==> config.mk <==
export PLATFORM = sky130hd
export DESIGN_NAME = pll_frac_divider_flat
export DESIGN_NICKNAME = d
export VERILOG_FILES = /design/src/rtl/pll_frac_divider_if.sv /design/src/rtl/pll_frac_divider.sv /design/src/flat_wrapper.sv
export SDC_FILE = /design/constraint.sdc
export NUM_CORES = 1
export LEC_CHECK = 0
export CAP_MARGIN = 20
export CORE_ASPECT_RATIO = 1.75
export CORE_MARGIN = 2
export CORE_UTILIZATION = 30
export DETAILED_ROUTE_END_ITERATION = 12
export PLACE_DENSITY = 0.54
export SYNTH_ARGS = -nofsm -noshare
export SYNTH_HDL_FRONTEND = slang
export SYNTH_SLANG_ARGS = --single-unit
==> constraint.sdc <==
create_clock -name clk -period 14.7 [get_ports clk]
set_clock_uncertainty 0.05 [all_clocks]
set_input_delay 1.47 -clock clk [delete_from_list [all_inputs] [get_ports clk]]
set_output_delay 1.47 -clock clk [all_outputs]
set_load 0.1 [all_outputs]
==> src/rtl/pll_frac_divider_if.sv <==
// pll_frac_divider_if: ratio-control inputs and divided-clock outputs of the fractional-N feedback divider
interface pll_frac_divider_if #(
    parameter int W  = 8,
    parameter int FW = 8
);
    logic          en;
    logic [W-1:0]  n_int;
    logic [FW-1:0] n_frac;
    logic          load;
    logic          vout;
    logic          pulse;
    logic          load_ack;
    logic [W:0]    cur_n;

    modport master (
        output en, n_int, n_frac, load,
        input  vout, pulse, load_ack, cur_n
    );

    modport slave (
        input  en, n_int, n_frac, load,
        output vout, pulse, load_ack, cur_n
    );
endinterface

==> src/rtl/pll_frac_divider.sv <==
// pll_frac_divider: integer/fractional-N VCO feedback divider with shadowed ratio applied at period boundaries
module pll_frac_divider #(
    parameter int W       = 8,
    parameter int FW      = 8,
    parameter int FRAC_EN = 1
) (
    input logic               clk,
    input logic               rst,
    pll_frac_divider_if.slave bus
);
    logic [W:0]    cnt, cur_n, cnt_nx, cur_nx;
    logic [FW-1:0] acc, acc_sum, sh_frac, nx_frac;
    logic [W-1:0]  sh_int, nx_int, clamp_int;
    logic          pending, vout, pulse, load_ack, bnd, carry, cy;

    always_comb begin
        clamp_int      = (bus.n_int < W'(2)) ? W'(2) : bus.n_int;
        nx_int         = bus.load ? clamp_int : sh_int;
        nx_frac        = bus.load ? bus.n_frac : sh_frac;
        bnd            = bus.en && (cnt == cur_n - (W+1)'(1));
        {carry, acc_sum} = {1'b0, acc} + {1'b0, nx_frac};
        cy             = (FRAC_EN != 0) && carry;
        cur_nx         = bnd ? {1'b0, nx_int} + {{W{1'b0}}, cy} : cur_n;
        cnt_nx         = bnd ? '0 : cnt + (W+1)'(1);
    end

    // reset parks cnt on the terminal count so the first enabled edge opens a period
    always_ff @(posedge clk) begin
        if (rst) begin
            sh_int   <= clamp_int;
            sh_frac  <= bus.n_frac;
            cur_n    <= {1'b0, clamp_int};
            cnt      <= {1'b0, clamp_int} - (W+1)'(1);
            acc      <= '0;
            pending  <= 1'b0;
            vout     <= 1'b0;
            pulse    <= 1'b0;
            load_ack <= 1'b0;
        end else begin
            sh_int   <= nx_int;
            sh_frac  <= nx_frac;
            pending  <= bnd ? 1'b0 : (pending | bus.load);
            pulse    <= bnd;
            load_ack <= bnd && (pending || bus.load);
            if (bus.en) begin
                cnt   <= cnt_nx;
                cur_n <= cur_nx;
                vout  <= cnt_nx < (cur_nx >> 1);
                if (bnd) acc <= acc_sum;
            end
        end
    end

    assign bus.vout     = vout;
    assign bus.pulse    = pulse;
    assign bus.load_ack = load_ack;
    assign bus.cur_n    = cur_n;
endmodule
==> src/flat_wrapper.sv <==
// flat-port wrapper written by rule: the top's interface ports become plain ports
module pll_frac_divider_flat 
#(
    parameter int W       = 8,
    parameter int FW      = 8,
    parameter int FRAC_EN = 1
)
  (clk, rst, bus_en, bus_n_int, bus_n_frac, bus_load, bus_vout, bus_pulse, bus_load_ack, bus_cur_n);
  pll_frac_divider_if #(.W(W), .FW(FW)) bus_i ();
  input logic clk;
  input logic rst;
  input wire logic [$bits(bus_i.en)-1:0] bus_en;
  input wire logic [$bits(bus_i.n_int)-1:0] bus_n_int;
  input wire logic [$bits(bus_i.n_frac)-1:0] bus_n_frac;
  input wire logic [$bits(bus_i.load)-1:0] bus_load;
  output wire logic [$bits(bus_i.vout)-1:0] bus_vout;
  output wire logic [$bits(bus_i.pulse)-1:0] bus_pulse;
  output wire logic [$bits(bus_i.load_ack)-1:0] bus_load_ack;
  output wire logic [$bits(bus_i.cur_n)-1:0] bus_cur_n;
  assign bus_i.en = bus_en;
  assign bus_i.n_int = bus_n_int;
  assign bus_i.n_frac = bus_n_frac;
  assign bus_i.load = bus_load;
  assign bus_vout = bus_i.vout;
  assign bus_pulse = bus_i.pulse;
  assign bus_load_ack = bus_i.load_ack;
  assign bus_cur_n = bus_i.cur_n;
  pll_frac_divider #(.W(W), .FW(FW), .FRAC_EN(FRAC_EN)) u_core (.clk(clk), .rst(rst), .bus(bus_i));
endmodule
# Word-level counts from Yosys, hierarchy flattened
# Index checks and enable logic that the tools add are counted.
classes:
  n_bitwise: 1
  n_mux: 11
  order_cmp: 2
  eq_ne: 1
  addsub: 5
  reduce_logical: 8
ops:
  columns: ["op", "count"]
  rows:
  - ["two-way mux 8 bit", 7]
  - ["two-way mux 9 bit", 4]
  - ["adder 8 x 1 -> 9 bit", 1]
  - ["adder 8 x 8 -> 9 bit", 1]
  - ["adder 9 x 1 -> 9 bit (second input constant)", 1]
  - ["== test 9 bit", 1]
  - ["less-than comparator 9 x 8 -> 1 bit", 1]
  - ["subtractor 8 x 1 -> 9 bit (second input constant)", 1]
  - ["subtractor 9 x 1 -> 9 bit (second input constant)", 1]
  - ["less-than comparator 8 x 2 -> 1 bit (second input constant)", 1]
  - ["AND reduction 2 bit", 2]
  - ["nonzero test 2 bit", 2]
  - ["logical AND 1 bit", 2]
  - ["OR reduction 2 bit", 1]
  - ["logical OR 1 bit", 1]
  - ["OR 1 bit", 1]
word_totals:
  output_inout_bits: 12
  reg_bits: 46

# Depth between registers and ports, before layout
# Gate-level depths: netlist of run 1.
depth:
  ltp_word: 7
  ltp_mapped: 23
  depth_no_buf: 21

# Worst setup path before layout of run 1
# No wires, ideal clock.
synth_path:
  kind: "input -> register"
  from: "input port bus_load"
  to: "register u_core.vout (netlist: u_core.bus.vout)"
  cell_stages: 23
  t_required_ns: 14.580
  path_slack_ns: 8.994
  t_arrival_ns: 5.585
  n_path_buf: 2
  setup_ns: 0.071
  path_cell_list: "buf_1 buf_1 mux2_2 ha_1 fa_1 a21o_1 a21oi_1 o21bai_1 a21oi_1 nor2b_1 o21ai_0 nand2b_1 ha_1 ha_1 nand2_1 nor2_1 xnor2_1 mux2i_1 ha_1 a21o_1 a21oi_1 a32oi_1 o21ai_1"
synth_between:
  elab_chain_cells: 5
  elab_cells_between_ends: 6
synth_lines:
  columns: ["item", "line_no", "source"]
  rows:
  - ["start, declared", "flat_wrapper.sv:15", "input wire logic [$bits(bus_i.load)-1:0] bus_load;"]
  - ["two-way mux 8 bit", "pll_frac_divider.sv:19", "nx_frac = bus.load ? bus.n_frac : sh_frac;"]
  - ["adder 8 x 8 -> 9 bit", "pll_frac_divider.sv:21", "{carry, acc_sum} = {1'b0, acc} + {1'b0, nx_frac};"]
  - ["adder 8 x 1 -> 9 bit (*)", "pll_frac_divider.sv:23", "cur_nx = bnd ? {1'b0, nx_int} + {{W{1'b0}}, cy} : cur_n;"]
  - ["two-way mux 9 bit (*)", "pll_frac_divider.sv:23", null]
  - ["less-than comparator 9 x 8 -> 1 bit (*)", "pll_frac_divider.sv:48", "vout <= cnt_nx < (cur_nx >> 1);"]
  - ["end signal, assigned", "pll_frac_divider.sv:48", null]
  - ["end, declared", "pll_frac_divider.sv:14", "logic pending, vout, pulse, load_ack, bnd, carry, cy;"]
# Every way passes the cells marked *; elsewhere a longest branch is shown, timed or not. The select of a mux whose other input is x is not followed.
# A chain may end at the register's enable or synchronous reset.

# Final worst setup path of run 1
# Same ends and word-level chain as after synthesis.

==> flow_metrics.py, run 1 <==
metrics = {
    "run_status": {
        "run_status": "completed",
    },
    "floorplan": {
        "pin_count": 32,
        "num_rows": 49,
        "fp.dieW_microns": 80.8,
        "core_region_area_sq_um": 10200,
        "dieHeight_microns": 138,
        "start_util_pct": 30.4,
        "floorplan.die_area_sq_um": 11200,
    },
    "power_and_ir_drop": {
        "ir_drop_uv": 76.6,
        "share_seq_of_total_power_pct": 40.5,
        "power.share.clock_pct": 33.3,
        "pwr_density_cell_nw_per_um2": 106,
        "part_of_the_power_in_combinational_logic_pct": 26.2,
        "switching_power_w": 0.000120,
        "cellInternalPower_w": 0.000267,
        "cellLeakagePower_nw": 1.38,
        "sw_frac_of_total_pct": 31.0,
    },
    "synth": {
        "synth_warnings": 0,
        "synth_area_leader_cell": "dfxtp_1",
        "yosys_most_used_dff": "dfxtp_1",
        "post-synth-top-area-fraction_pct": 18.8,
        "part_of_the_yosys_area_used_for_sequential_elements_pct": 35.3,
        "netlist_top_cells_count": "nor2_1, nand2_1, dfxtp_1",
        "yosysUniqueCellTypes": 53,
        "synth-edff-count": 17,
        "gate_count_post_synth": 340,
        "postSynthRegisterBits": 46,
        "postSynthNetCount": 381,
        "synthTopCellsByArea": "dfxtp_1, edfxtp_1, ha_1",
        "ys_async_sr_fraction_pct": 0,
        "post-synth-top-count-cell": "nor2_1",
        "post_synth_instance_area_sq_um": 3090,
        "syn_area_per_cell_sq_um": 9.10,
    },
    "final_layout": {
        "layout-drive-gt1-share_pct": 9.32,
        "antennaDiodeCount": 0,
        "area.growth.synth_to_final_pct": 18.7,
        "fin_area_sq_um": 3670,
        "finish.utilization_pct": 36.1,
        "finish.net_count": 405,
    },
    "sta": {
        "report.final.slew_viol_count": 0,
        "final_sum_of_negative_setup_slack_ns": 0,
        "worst-slew-pin-transition_ns": 0.996,
        "fin_ws_ns": 8.39,
        "final_worst_path_cycle_share_pct": 42.9,
        "min_period_ns": 6.31,
        "maxClockFrequency_mhz": 159,
        "finalSetupViolCount": 0,
        "grt_setup_unrepaired": "false",
        "timing.final.hold_violations": 0,
        "slew_headroom_pct": 33.4,
    },
    "critical_path": {
        "worstPathArrival_ns": 6.48,
        "crit_path_start_kind": "input port",
        "cp_data_required_time_ns": 14.88,
        "critical_path_peak_fanout": 22,
        "critPathCaptureType": "flip-flop",
        "criticalPathCategory": "in2reg",
    },
    "drt": {
        "route.detailed.drc": 0,
        "route.final.wire_length_mm": 7.90,
        "route.detailed.vias_per_inst": 5.29,
        "dr_total_vias": 2604,
        "first_pass_iters": 4,
        "drtIter0Drc": 95,
        "wire_length_per_cell_after_detailed_routing_microns": 16.1,
        "ant_nets": 0,
    },
    "global_route": {
        "via_count_of_the_first_global_routing_pass": 2671,
        "first_pass_grt_wire_length_mm": 12.9,
        "global_route.overflow_total": 0,
        "global_route.usage.total_pct": 14.9,
        "antenna_found_initial": 0,
        "maximum_number_of_pins_on_one_net_before_global_route_repair": 34,
    },
    "cts": {
        "cts.sink_count": 46,
        "clockBufferDepth": 2,
        "post_cts_resize_count": 0,
        "cts_hold_repair.buffers": 0,
        "clock_tree.root_cell": "clkbuf_16",
        "clock_pin_transition_on_the_worst_setup_and_hold_timing_paths_ns": 0.06,
        "cts-htree-levels": 2,
        "cts_inserted_buffers": 5,
        "tritoncts": "built",
        "clock_latency_ns": 0.29,
        "postCtsSetupBuffers": 0,
    },
    "flow_run": {
        "max_cap_violations": 0,
    },
    "placement": {
        "place_ws_ns": 8.08,
        "hpwl_mm": 6.02,
        "globalplace.congestion": 0.846,
        "place_area_sq_um": 3510,
        "io_buffers": 31,
    },
    "min_path": {
        "worst_hold_path_type": "reg2reg",
    },
}
-- critical path: stages --
cell,delay (ns)
clkdlybuf4s50_1,1.12
mux2_2,0.43
ha_1,0.21
fa_1,0.41
a21o_1,0.18
a21oi_1,0.25
o21bai_1,0.10
a21oi_1,0.23
nor2b_1,0.07
o21ai_0,0.16
nand2b_1,0.08
ha_1,0.23
ha_1,0.21
nand2_1,0.14
nor2_1,0.08
xnor2_1,0.17
mux2i_1,0.13
ha_1,0.20
a21o_1,0.17
a21oi_1,0.21
nand3_1,0.10
o21ai_1,0.13
-- metrics by stage --
stage / total power (W) / hold WS (ns) / std cells
2_1_floorplan: 0.000232 / 0.367 / 340
3_3_place_gp: 0.000260 / 0.394 / 484
3_5_place_dp: 0.000261 / 0.403 / 484
4_1_cts: 0.000391 / 0.411 / 492
5_1_grt: 0.000407 / 0.432 / 492
6_report: 0.000388 / 0.410 / 492
-- cell type report --
cell class	count	area [sq um]
clock buffer	7	136
timing repair buffer	33	325
tap	127	159
inverter	13	48.8
sequential	46	1090
fill	1079	6500
multi-input combinational	265	1880
clock inverter	1	30.0
-- registers in the layout, summed over array words and instances (netlist names) --
name / count
u_core.bus.cur_n: 9
u_core.cnt: 9
u_core.acc: 8
u_core.sh_frac: 8
u_core.sh_int: 8
u_core.bus.load_ack: 1
u_core.bus.pulse: 1
u_core.bus.vout: 1
u_core.pending: 1
-- power groups by stage --
| stage | combinational, W | clock [W] | sequential, W |
|---|---|---|---|
| final | 0.000102 | 0.000129 | 0.000157 |
| after global routing | 0.000113 | 0.000136 | 0.000159 |
| after CTS | 0.000102 | 0.000132 | 0.000157 |
| after detailed placement | 0.000102 | 0 | 0.000160 |
| after global placement | 0.000101 | 0 | 0.000159 |
| after floorplan | 0.0000591 | 0 | 0.000173 |
-- layer usage --
metal	vias up	GRT usage (%)	wire length [microns]	part of all wire, %
li1	1278	-	-	-
met1	1255	15.5	2940	37
met2	51	27.4	4380	55
met3	20	2.09	248	3.1
met4	0	8.39	338	4.3
met5	-	0	0	0
-- placed cells by master, fill, tap and decap left out, types with 3 or more instances in the layout --
master           count
o31ai_1              6
mux2i_1             13
nand3_1             12
nor3_1               6
dfxtp_1             29
inv_1               12
xor2_1              12
a21oi_1             26
mux2_2              19
clkdlybuf4s50_1     31
a21o_1               6
edfxtp_1            17
xnor2_1             20
o21ai_0             11
nor2_1              36
nor4_1               3
nand2_1             30
ha_1                20
clkbuf_16            5
o21bai_1             3
nor2b_1              4
-- cells by family after synthesis --
| family | Yosys count | synth area share [%] |
|---|---|---|
| flops | 46 | 35.3 |
| simple gates | 107 | 16.3 |
| buf+inv | 29 | 4.04 |
| mux | 32 | 11.1 |
| xor+xnor | 32 | 9.06 |
| compound gates | 73 | 15.5 |
| fa+ha+maj | 21 | 8.74 |
-- final timing paths --
check | from | to | slack [ns] | cells past startpoint
max | bus_load | u_core.bus.vout | 8.39 | 22
max reg2reg | u_core.sh_frac[0] | u_core.bus.vout | 10.59 | 21
min reg2reg | u_core.acc[5] | u_core.acc[5] | 0.41 | 2
min | u_core.acc[5] | u_core.acc[5] | 0.41 | 2
(Power assumes the default switching activity.)
==> run 2, diff against run 1 <==
- clock period: 14.7 -> 6.5 ns (I/O delays scaled with it)
==> flow_metrics.py, run 2 (synthesis results as in run 1) <==
metrics = {
    "cts": {
        "postCtsSetupBuffers": 0,
        "post_cts_resize_count": 0,
        "cts_inserted_buffers": 5,
        "clock_pin_transition_on_the_worst_setup_and_hold_timing_paths_ns": 0.07,
        "cts_hold_repair.buffers": 0,
        "clock_tree.root_cell": "clkbuf_16",
        "clockBufferDepth": 2,
        "tritoncts": "built",
        "cts.sink_count": 46,
        "cts-htree-levels": 2,
        "clock_latency_ns": 0.29,
    },
    "final_layout": {
        "area.growth.synth_to_final_pct": 18.3,
        "final_common_cell": "nor2_1",
        "layout-drive-gt1-share_pct": 9.84,
        "antennaDiodeCount": 0,
        "finish.net_count": 406,
        "fill_cells": 1102,
        "finish.utilization_pct": 36.0,
        "largest_registers": "u_core.bus.cur_n (9), u_core.cnt (9)",
        "final_cell_mix": "nor2_1, clkdlybuf4s50_1, nand2_1",
    },
    "floorplan": {
        "pin_count": 32,
        "num_rows": 49,
        "dieHeight_microns": 138,
        "start_util_pct": 30.4,
        "floorplan.die_area_sq_um": 11200,
        "core_region_area_sq_um": 10200,
        "fp.dieW_microns": 80.8,
    },
    "min_path": {
        "worst_hold_startpoint": "u_core.acc[7]",
        "worst_hold_path_type": "reg2reg",
        "worst_hold_path.num_cells": 2,
        "worst_hold_path.endpoint": "u_core.acc[7]",
    },
    "sta": {
        "report.final.slew_viol_count": 0,
        "final_worst_path_cycle_share_pct": 77.3,
        "min_period_ns": 5.03,
        "grt_setup_unrepaired": "false",
        "worst-slew-pin-transition_ns": 0.976,
        "maxClockFrequency_mhz": 199,
        "slew_headroom_pct": 34.7,
        "timing.final.hold_violations": 0,
        "finalSetupViolCount": 0,
        "final_sum_of_negative_setup_slack_ns": 0,
    },
    "critical_path": {
        "timing.reg2reg.worst_path_depth": 21,
        "crit_path_frequent_cell": "ha_1",
        "critical_path_peak_fanout": 11,
        "cp_data_required_time_ns": 6.67,
        "criticalPathCategory": "in2reg",
        "critical_path_buf_inv_count": 1,
        "cp-startpoint": "bus_load",
        "worstPathArrival_ns": 5.20,
        "path_cells": "clkdlybuf4s50_1, mux2_2, ha_1, fa_1, a21o_1, a21oi_1, o21bai_1, a21oi_1, nor2b_1, o21ai_0, nand2b_1, ha_1, ha_1, nand2_1, nor2_1, xnor2_1, mux2i_1, ha_1, a21o_1, a21oi_1, nand3_1, o21ai_1",
        "cp_top_family": "compound AO/OA/AOI/OAI gates",
        "critPathCaptureType": "flip-flop",
        "worst_r2r_startpoint": "u_core.sh_frac[0]",
        "reg2reg_setup_slack_ns": 2.46,
        "critical_path_depth": 22,
        "slowest_delay_ns": 0.77,
        "crit_path_start_kind": "input port",
        "standard_cell_with_the_maximum_stage_delay_on_the_critical_path": "clkdlybuf4s50_1",
        "critical_path.reg2reg.endpoint": "u_core.bus.vout",
    },
    "drt": {
        "ant_nets": 0,
        "dr_total_vias": 2605,
        "wire_length_per_cell_after_detailed_routing_microns": 16.1,
        "route.detailed.vias_per_inst": 5.28,
        "route.detailed.drc": 0,
        "first_pass_iters": 4,
        "drtIter0Drc": 112,
        "route.final.wire_length_mm": 7.93,
    },
    "placement": {
        "globalplace.congestion": 0.827,
        "hpwl_mm": 6.02,
        "io_buffers": 31,
    },
    "global_route": {
        "maximum_number_of_pins_on_one_net_before_global_route_repair": 34,
        "global_route.usage.total_pct": 15.4,
        "antenna_found_initial": 0,
        "via_count_of_the_first_global_routing_pass": 2733,
        "global_route.overflow_total": 0,
        "first_pass_grt_wire_length_mm": 13.3,
    },
    "power_and_ir_drop": {
        "cellLeakagePower_nw": 1.37,
        "ir_drop_uv": 164,
        "pwr_density_cell_nw_per_um2": 230,
    },
    "flow_run": {
        "max_cap_violations": 0,
    },
    "run_status": {
        "run_status": "completed",
    },
}
run 2: cell count changes in the layout (fill, tap and decap cells not counted), sizes merged:
cell      delta
clkinv       +2
clkbuf       -2
bufinv       -1
buf          +1
clkinvlp     +1
run 2: report_power, final:
part / leakage, nW / switching [W] / total [W] / internal [W]
logic: 0.889 / 0.000139 / 0.000231 / 0.0000920
registers: 0.414 / 0.0000272 / 0.000354 / 0.000327
clock network: 0.0698 / 0.000112 / 0.000255 / 0.000142
run 2: worst min-delay path: cells and delay by family, from the launching register on:
kind            cells  cell delay (ns)
simple gates        1             0.05
flops               1             0.31
compound gates      1             0.05
run 2: worst max path at each step:
stage / slack, ns / end
global route: 1.06 / u_core.bus.vout
finish: 1.47 / u_core.bus.vout
floorplan: 1.61 / u_core.bus.vout
CTS: 1.44 / u_core.bus.vout
global placement: 1.26 / u_core.bus.vout
detailed placement: 1.15 / u_core.bus.vout
run 2: metal layers:
metal  part of all wire [%]  wire [microns]  up-vias  GRT usage (%)
li1                       -               -     1276              -
met1                     36            2880     1236           15.7
met2                     56            4460       66           28.7
met3                    2.9             232       27           1.96
met4                    4.4             351        0           8.47
met5                      0               0        -              0
run 2: layout make-up:
class	instances	area, sq um	share of cell area [%]
clock buffer	5	125	3.42
clock inverter	3	21.3	0.581
inverter	13	48.8	1.33
multi-input combinational	265	1880	51.4
sequential	46	1090	29.8
tap	127	159	4.34
timing repair buffer	34	333	9.09
run 2: through the flow:
step / worst slack, ns / instance area, sq um / hold WS, ns / std cells / power, W
floorplan: 1.61 / 3090 / 0.367 / 340 / 0.000525
global placement: 1.26 / 3510 / 0.393 / 485 / 0.000589
detailed placement: 1.15 / 3510 / 0.401 / 485 / 0.000592
CTS: 1.44 / 3660 / 0.411 / 493 / 0.000851
global route: 1.06 / 3660 / 0.433 / 493 / 0.000889
finish: 1.47 / 3660 / 0.410 / 493 / 0.000840
==> run 3, diff against run 2 <==
- PLACE_DENSITY: 0.54 -> 0.55
- clock period: 6.5 -> 4.49 ns (I/O delays scaled with it)
==> flow_metrics.py, run 3 (synthesis results as in run 1) <==
metrics = {
    "sta": {
        "timing.final.hold_violations": 0,
        "report.final.slew_viol_count": 0,
        "slew_headroom_pct": 34.3,
        "min_period_ns": 4.19,
        "maxClockFrequency_mhz": 239,
        "finalSetupViolCount": 0,
        "final_worst_path_cycle_share_pct": 93.3,
        "worst-slew-pin-transition_ns": 0.982,
        "fin_ws_ns": 0.299,
        "grt_setup_unrepaired": "false",
    },
    "floorplan": {
        "num_rows": 49,
        "pin_count": 32,
        "floorplan.die_area_sq_um": 11200,
        "fp.dieW_microns": 80.8,
        "core_region_area_sq_um": 10200,
        "dieHeight_microns": 138,
        "start_util_pct": 30.4,
    },
    "global_route": {
        "global_route.usage.total_pct": 15.2,
        "global_route.overflow_total": 0,
        "via_count_of_the_first_global_routing_pass": 2801,
        "maximum_number_of_pins_on_one_net_before_global_route_repair": 34,
        "first_pass_grt_wire_length_mm": 13.2,
        "antenna_found_initial": 0,
    },
    "final_layout": {
        "largest_registers": "u_core.bus.cur_n (9), u_core.cnt (9)",
        "layout-drive-gt1-share_pct": 17.0,
        "finish.net_count": 429,
        "final_common_cell": "nor2_1",
        "antennaDiodeCount": 0,
        "finalNonFillerCells": 516,
        "final_cell_mix": "nor2_1, clkdlybuf4s50_1, nand2_1, dfxtp_1, buf_4",
        "area.growth.synth_to_final_pct": 26.1,
    },
    "critical_path": {
        "critPathCaptureType": "flip-flop",
        "cp_data_required_time_ns": 4.61,
        "criticalPathCategory": "in2reg",
        "worstPathArrival_ns": 4.32,
        "critical_path_peak_fanout": 19,
        "crit_path_start_kind": "input port",
    },
    "drt": {
        "ant_nets": 0,
        "route.detailed.drc": 0,
        "drtIter0Drc": 45,
        "dr_total_vias": 2641,
        "route.final.wire_length_mm": 8.07,
        "wire_length_per_cell_after_detailed_routing_microns": 15.6,
        "route.detailed.vias_per_inst": 5.12,
        "first_pass_iters": 6,
    },
    "cts": {
        "tritoncts": "built",
        "clock_tree.root_cell": "clkbuf_16",
        "cts.sink_count": 46,
        "cts_inserted_buffers": 5,
        "cts-htree-levels": 2,
        "clockBufferDepth": 2,
        "clock_pin_transition_on_the_worst_setup_and_hold_timing_paths_ns": 0.06,
        "cts_hold_repair.buffers": 0,
        "clock_latency_ns": 0.29,
    },
    "placement": {
        "io_buffers": 31,
        "globalplace.congestion": 0.859,
        "place_ws_ns": -0.309,
        "hpwl_mm": 6.24,
        "numPlacedInstances": 506,
    },
    "run_status": {
        "run_status": "completed",
    },
    "flow_run": {
        "max_cap_violations": 0,
    },
    "min_path": {
        "worst_hold_path_type": "reg2reg",
    },
    "power_and_ir_drop": {
        "total_power_w": 0.00135,
        "pwr_density_cell_nw_per_um2": 346,
        "cellLeakagePower_nw": 1.50,
        "ir_drop_uv": 229,
    },
}
==> run 3: cell count changes in the layout (fill, tap and decap cells not counted), moves of 2 or more <==
| cell | delta |
|---|---|
| buf_4 | +23 |
| ha_1 | -3 |
| a21oi_2 | +3 |
| a21oi_1 | -3 |
| bufinv_16 | +2 |
| ha_2 | +3 |
==> run 3: worst paths after layout <==
| kind | start | to | slack, ns | cells past startpoint |
|---|---|---|---|---|
| hold / removal | u_core.acc[6] | u_core.acc[6] | 0.41 | 2 |
| setup reg to reg | u_core.bus.cur_n[3] | u_core.bus.vout | 0.73 | 13 |
| hold reg to reg | u_core.acc[6] | u_core.acc[6] | 0.41 | 2 |
| setup / recovery | bus_load | u_core.bus.vout | 0.30 | 20 |
==> run 3: where the power goes <==
group | switching, W | internal, W | leakage [nW]
Combinational | 0.000207 | 0.000152 | 0.994
Clock | 0.000160 | 0.000317 | 0.0915
Sequential | 0.0000394 | 0.000474 | 0.414
Total | 0.000406 | 0.000943 | 1.50
==> run 3: metrics by stage <==
step                util [%]  TNS [ns]  hold WS (ns)  cell area, sq um
finish                  38.3         0         0.406              3900
global placement        36.1    -0.195         0.384              3670
CTS                     38.0         0         0.409              3860
global route            38.3         0         0.419              3900
floorplan                  -         0         0.367              3100
detailed placement      36.1    -0.309         0.391              3670
==> run 3: cell type report <==
cell class	instances	area, sq um
inverters	13	48.8
clock inverters	3	63.8
well taps	127	159
multi-input cells	265	1910
fillers	1073	6280
repair buffers	57	505
flip-flops and latches	46	1090
clock buffers	5	125
==> run 3: what timing repair did <==
action / CTS / global route
pin swaps: 0 / 1
setup buffers: 0 / 2
setup endpoints to repair: 1 / 1
gates resized for setup: 1 / 8
==> run 3: routing by layer <==
layer / vias to the layer above / share of wire [%] / GRT usage, %
li1: 1313 / - / -
met1: 1251 / 36 / 14.9
met2: 52 / 57 / 29.4
met3: 25 / 2.5 / 2.09
met4: 0 / 4.1 / 7.85
met5: - / 0 / 0
==> run 3: critical path: stages <==
cell,delay [ns]
clkdlybuf4s50_1,0.50
buf_4,0.29
mux2_2,0.38
ha_1,0.31
a21oi_2,0.07
o21bai_1,0.15
a21oi_2,0.08
nor2b_1,0.11
o21ai_1,0.07
nand2b_1,0.09
ha_2,0.21
ha_2,0.20
nand2_2,0.08
buf_4,0.14
nor4_1,0.30
mux2i_1,0.17
ha_1,0.34
nand3_1,0.10
a32oi_1,0.19
o21ai_1,0.08
